[config.mk]
export PLATFORM = sky130hd
export DESIGN_NAME = heap_feeder
export DESIGN_NICKNAME = d
export VERILOG_FILES = /design/src/rtl/heap_feeder.sv
export SDC_FILE = /design/constraint.sdc
export NUM_CORES = 1
export LEC_CHECK = 0
export BUFFER_PORTS_ARGS = -buffer_cell sky130_fd_sc_hd__buf_2
export CAP_MARGIN = 20
export CORE_MARGIN = 5
export CORE_UTILIZATION = 46
export CTS_CLUSTER_SIZE = 10
export DETAILED_ROUTE_END_ITERATION = 10
export GPL_TIMING_DRIVEN = 0
export PLACE_DENSITY = 0.86
export SYNTH_ARGS = -nofsm -noshare
export SYNTH_HDL_FRONTEND = slang
export SYNTH_SLANG_ARGS = --single-unit
[constraint.sdc]
create_clock -name clk -period 2.2 [get_ports clk]
set_input_delay 0.11 -clock clk [delete_from_list [all_inputs] [get_ports clk]]
set_output_delay 0.11 -clock clk [all_outputs]
set_load 0.01 [all_outputs]
[src/rtl/heap_feeder.sv]
// Input-side sequencer for the top-K heap: packs keypoints into heap words and drives init/en/flush per frame.
// Optional score threshold compiled in with `define HEAP_FEED_THRESH_EN.
module heap_feeder #(
  parameter int DATA_WIDTH = 32,
  parameter int KEY_WIDTH  = 16,
  parameter int NLEVELS    = 4,
  parameter int CNT_WIDTH  = 16
) (
  input  logic                              clk,
  input  logic                              rstn,
  input  logic                              frame_start,
  input  logic                              s_valid,
  output logic                              s_ready,
  input  logic [KEY_WIDTH-1:0]              s_key,
  input  logic [DATA_WIDTH-2-KEY_WIDTH-1:0] s_payload,
  input  logic                              s_last,
  input  logic [KEY_WIDTH-1:0]              min_key,
  output logic [DATA_WIDTH-1:0]             heap_din,
  output logic                              heap_en,
  output logic                              heap_init,
  output logic                              heap_flush,
  output logic                              busy,
  output logic                              frame_done,
  output logic                              frame_err,
  output logic [CNT_WIDTH-1:0]              pts_in,
  output logic [CNT_WIDTH-1:0]              pts_drop
);
  localparam int DRAIN_CYCLES = (1 << (NLEVELS + 1)) + 3;
  localparam int DCW          = $clog2(DRAIN_CYCLES);

  typedef enum logic [2:0] {S_IDLE, S_INIT, S_RUN, S_FLUSH, S_DRAIN} state_t;

  state_t                  r_state, w_next;
  logic [DCW-1:0]          r_drain;
  logic [DATA_WIDTH-1:0]   r_heap_din;
  logic                    r_heap_en;
  logic                    r_frame_err;
  logic [CNT_WIDTH-1:0]    r_pts_in;
  logic                    w_hs, w_drop, w_fwd, w_open;

  assign w_hs   = s_valid & s_ready;
  assign w_fwd  = w_hs & ~w_drop;
  assign w_open = (r_state == S_IDLE) & frame_start;

`ifdef HEAP_FEED_THRESH_EN
  logic [CNT_WIDTH-1:0] r_pts_drop;
  assign w_drop   = (s_key < min_key);
  assign pts_drop = r_pts_drop;

  always_ff @(posedge clk) begin
    if (!rstn)                               r_pts_drop <= '0;
    else if (w_open)                         r_pts_drop <= '0;
    else if (w_hs && w_drop && r_pts_drop != '1) r_pts_drop <= r_pts_drop + CNT_WIDTH'(1);
  end
`else
  logic w_unused;
  assign w_drop   = 1'b0;
  assign w_unused = ^min_key;
  assign pts_drop = '0;
`endif

  always_comb begin
    w_next     = r_state;
    s_ready    = 1'b0;
    heap_init  = 1'b0;
    heap_flush = 1'b0;
    frame_done = 1'b0;
    busy       = (r_state != S_IDLE);
    case (r_state)
      S_IDLE:  if (frame_start) w_next = S_INIT;
      S_INIT:  begin heap_init = 1'b1; w_next = S_RUN; end
      S_RUN:   begin
        s_ready = 1'b1;
        if (s_valid && s_last) w_next = S_FLUSH;
      end
      S_FLUSH: begin heap_flush = 1'b1; w_next = S_DRAIN; end
      S_DRAIN: if (r_drain == '0) begin frame_done = 1'b1; w_next = S_IDLE; end
      default: w_next = S_IDLE;
    endcase
  end

  always_ff @(posedge clk) begin
    if (!rstn) begin
      r_state     <= S_IDLE;
      r_drain     <= '0;
      r_heap_din  <= '0;
      r_heap_en   <= 1'b0;
      r_frame_err <= 1'b0;
      r_pts_in    <= '0;
    end else begin
      r_state     <= w_next;
      r_heap_en   <= w_fwd;
      r_frame_err <= frame_start & (r_state != S_IDLE);
      if (w_fwd) r_heap_din <= {2'b00, s_payload, s_key};
      // drain window is counted down to 0 inclusive, so load one less than its length
      if (r_state == S_FLUSH)                   r_drain <= DCW'(DRAIN_CYCLES - 1);
      else if (r_state == S_DRAIN && r_drain != '0) r_drain <= r_drain - DCW'(1);
      if (w_open)                          r_pts_in <= '0;
      else if (w_hs && r_pts_in != '1)     r_pts_in <= r_pts_in + CNT_WIDTH'(1);
    end
  end

  assign heap_din  = r_heap_din;
  assign heap_en   = r_heap_en;
  assign frame_err = r_frame_err;
  assign pts_in    = r_pts_in;
endmodule

## After elaboration in Yosys (flattened, before gate mapping)

Index checks and enable logic that the tools add are counted.

- Add/subtract/negate cells: 2
- Equality and inequality tests: 8
- Multiplexer cells: 11
- Bitwise logic cells: 4
- Reduce and logical (&&, ||, !) cells: 11

Operators by type and width:

| cell | count |
|---|---|
| 16-bit by 1-bit adder with 16-bit output (second input constant) | 1 |
| 16-bit inequality test (second input constant) | 1 |
| 3-bit case mux with 5 select lines | 1 |
| 6-bit two-way mux | 2 |
| 3-bit two-way mux | 3 |
| 3-bit by 2-bit == test with 1-bit output (second input constant) | 2 |
| 6-bit logical NOT | 1 |
| 2-bit inequality test (second input constant) | 3 |
| 6-bit nonzero test | 1 |
| 6-bit by 1-bit subtractor with 6-bit output (second input constant) | 1 |
| 1-bit two-way mux | 5 |
| 2-bit OR reduction | 2 |
| 1-bit AND | 3 |
| 3-bit by 1-bit == test with 1-bit output (second input constant) | 1 |
| 3-bit == test (second input constant) | 1 |
| 1-bit logical AND | 3 |
| 3-bit logical NOT | 1 |
| 3-bit AND reduction | 1 |
| 3-bit nonzero test | 1 |
| 2-bit nonzero test | 1 |
| 1-bit NOT | 1 |

- Flip-flop bits (word level): 57
- Output and inout port bits: 71
- Word-level logic and storage cells: 43

## Logic depth before layout (Yosys ltp)

- Depth after elaboration: 4
- Mapped depth: 8

## Worst setup path after synthesis

OpenSTA, ideal clock, no wires.

- Kind: register -> register
- Start point: reg r_pts_in[0], in the netlist pts_in[0]
- End point: reg r_pts_in[5], in the netlist pts_in[5]
- Library setup time: 0.070 ns
- Data arrival time: 1.686 ns
- Slack: 0.444 ns
- Cell stages (with the launch flop): 8
- Path buffers: 2
- Clock period less this slack: 1.756 ns
- Path through: dfxtp_1 ha_1 nand4_1 o41ai_2 buf_6 buf_2 o21ai_0 a21oi_1

- Word-level cells in the longest chain between the ends: 2
- Elaborated cells on any way between the ends: 3
- Classes of those cells: 1 x add/sub; 1 x eq/ne; 1 x reduce/logical

Ends and longest elaborated chain:

| item | RTL line | RTL |
|---|---|---|
| start, declared | 38 | `logic [CNT_WIDTH-1:0] r_pts_in;` |
| start signal, assigned | 99 | `else if (w_hs && r_pts_in != '1) r_pts_in <= r_pts_in + CNT_WIDTH'(1);` |
| parallel branches: the longest is 2 deep, another holds 16-bit by 1-bit adder with 16-bit output | n/a |  |

Several ways; the timed one is not identified.
A chain may end at the register's enable or synchronous reset.

## Worst setup path after layout

- Start point: reg r_pts_in[0], in the netlist pts_in[0]
- End point: reg r_pts_in[11], in the netlist pts_in[11]

Same word-level chain as after synthesis.

==> results.txt <==
Status - completed
Tot GR Track Use - 0.184
Critical Path Source Type - flop
CTS tree - done
Clk sinks - 57
Peak supply drop - 0.553 mV
Synth cell count leaders - 71 x nand2_1, 57 x dfxtp_1, 45 x a21oi_1
Crit path kind - reg2reg
Final Cycle Share - 0.880
Worst R2R Path Depth - 7
WP data required - 2.44 ns
DP HPWL - 4820 um
RSZ-0062 raised after global routing - no
1st-pass router iterations - 4
Setup Skew - 0.00906 ns
Fin. Hold Viols - 0
Final WL - 6490 um
Post-Syn Area - 2540 um2
Die Area - 7110 um2
Inst Count DP - 486
Final setup fails - 0
Root Driver - clkbuf_8
Cell accounting for the most synthesized area - dfxtp_1
FF-to-FF Start - pts_in[0]
Yosys warning count - 0
Area grow syn2layout - 34.3%
Fmax - 517 MHz
Mapped Avg Cell Area - 8.20 um2
Post-synth top flop - dfxtp_1
Vias in the first global route - 2340
Vias per inst - 4.91
Remaining global-route overflow - 0
Final Max Slew Viols - 0
Library cells used by synthesis - 43
Reg-to-reg endpoint - pts_in[11]
Share of cells above drive strength 1 - 0.300
Number of synthesized flops with an enable pin - 0
DR vias - 2482
Synth Register Bits - 57
H-tree lvl count - 3
CTS clk-pin slew, worst paths - 0.07 ns
Largest net degree at the start of global routing - 12
Min Tclk post-route - 1.94 ns
Die Y - 84.3 um
Antenna cell count - 0
Setup crit end - pts_in[11]
Worst setup path startpoint - pts_in[0]
Worst slew margin - 0.598
IO Count - 122
CP max FO - 10
Most area-consuming cells after synthesis - dfxtp_1 45%, nand2_1 10%, a21oi_1 8.9%, buf_4 5.6%, or3_1 2.2%
Clock Latency Late Sink - 0.33 ns
Post-synth ARST share - 0
Clk buf depth - 2
Critical Path AT - 2.18 ns
Fin cells - 506
Residual DRC - 0
Antenna violations before repair - 0
Hold WC Path Type - in2reg
Avg WL per Cell - 12.8 um
Max-Cap Viols - 0
Core area - 5440 um2
Post-CTS setup buffers - 0
Top-count cell post-synth - nand2_1
Pwr per Cell Area - 773 nW/um2
Part of the Yosys area used for sequential elements - 0.449
Final net count - 483
Routability cong. - 0.926
Setup TNS - 0 ns
Crit end category - flop
Worst slew pin tran - 0.602 ns
First-pass GRT wire length - 10600 um
Lkg Pwr - 1.50 nW
IO buf count - 87
Die Width - 84.3 um
CTS buffer count - 9
DRT antenna net count - 0
Yosys top cell area share - 0.449
# rows - 27
Reg2Reg Setup Slack - 0.26 ns
Initial Utilization - 0.467
Gate Count Post-Synth - 310
Iter 0 DRT Violations - 103
==> placed cells by master (no fill, tap or decap), types with 2 or more instances in the layout <==
master	count
a21oi_1	45
and3_1	4
and4_1	2
buf_2	90
buf_4	19
buf_6	2
bufinv_16	3
clkbuf_1	11
clkbuf_8	9
clkinv_2	2
conb_1	18
dfxtp_1	57
dlygate4sd3_1	4
ha_1	3
inv_1	5
nand2_1	71
nand2b_1	2
nand3_1	9
nand3b_1	2
nand4_1	4
nor2_1	11
nor3_1	3
nor3b_1	3
o211ai_1	2
o21ai_0	7
o311ai_0	2
o31ai_1	4
o41ai_1	4
or3_1	9
or4_1	3
xnor2_1	3
xor2_1	4
==> worst max-delay path: stages, from the launching register on <==
cell and delay [ns]:
dfxtp_1 0.41, ha_1 0.23, nand4_1 0.16, o41ai_2 0.43
buf_6 0.18, buf_2 0.20, o31ai_1 0.10, a21oi_1 0.14
==> layer usage <==
layer,wire [um],track usage,share of wire
met2,3320,0.304,0.51
met3,499,0.0716,0.077
met1,2620,0.214,0.40
met5,0,0,0
met4,55,0.0702,0.0085
==> logic make-up after synthesis <==
logic type / Yosys count / share of synthesized area
AND/OR/NAND/NOR: 131 / 0.248
other: 1 / 0.00148
adder cells (fa/ha/maj): 3 / 0.0148
flip-flops: 57 / 0.449
buffers and inverters: 41 / 0.0960
AO/OA/AOI/OAI: 68 / 0.159
multiplexers: 2 / 0.00837
XOR/XNOR: 7 / 0.0241
==> flip-flops by register name, indices dropped and copies added, names as in the netlist <==
signal	flops
heap_din	30
heap_en	1
r_drain	6
r_state	3
pts_in	16
frame_err	1
==> worst min-delay path by stage <==
stage | depth (start not counted) | start | end
6_report | 3 | s_key[2] | heap_din[2]
5_1_grt | 3 | s_key[6] | heap_din[6]
4_1_cts | 3 | s_key[5] | heap_din[5]
3_5_place_dp | 3 | s_key[14] | heap_din[14]
3_3_place_gp | 3 | s_payload[12] | heap_din[28]
2_1_floorplan | 2 | s_key[0] | heap_din[0]
==> repair_timing <==
item,in CTS,in global routing
resized for setup,0,0
hold buffers,4,0
setup endpoints to repair,0,0
hold endpoints to repair,4,0
==> through the flow <==
step	utilization	power, mW	instance area [um2]	hold WS [ns]	setup WS (ns)
after floorplan	-	1.34	2610	0.246	0.444
after global placement	0.576	1.46	3130	0.351	0.328
after detailed placement	0.576	1.47	3130	0.357	0.282
after CTS	0.627	2.66	3410	0.0000866	0.250
after global routing	0.627	2.76	3410	0.000425	0.0665
final	0.627	2.64	3410	0.0176	0.265
==> final cells by class <==
cell class | instances | area [um2]
Clock inverter | 7 | 118
Timing Repair Buffer | 91 | 475
Fill cell | 484 | 2030
Multi-Input combinational cell | 229 | 1220
Inverter | 6 | 22.5
Clock buffer | 9 | 124
Sequential cell | 57 | 1140
Buffer | 35 | 221
Tap cell | 72 | 90.1
==> power by group <==
group          total (mW)  switching [mW]  internal [mW]  leakage (nW)
Clock                1.19           0.432          0.754         0.124
Combinational       0.354           0.204          0.150         0.919
Sequential           1.10          0.0219           1.07         0.461
(Power assumes the default switching activity.)
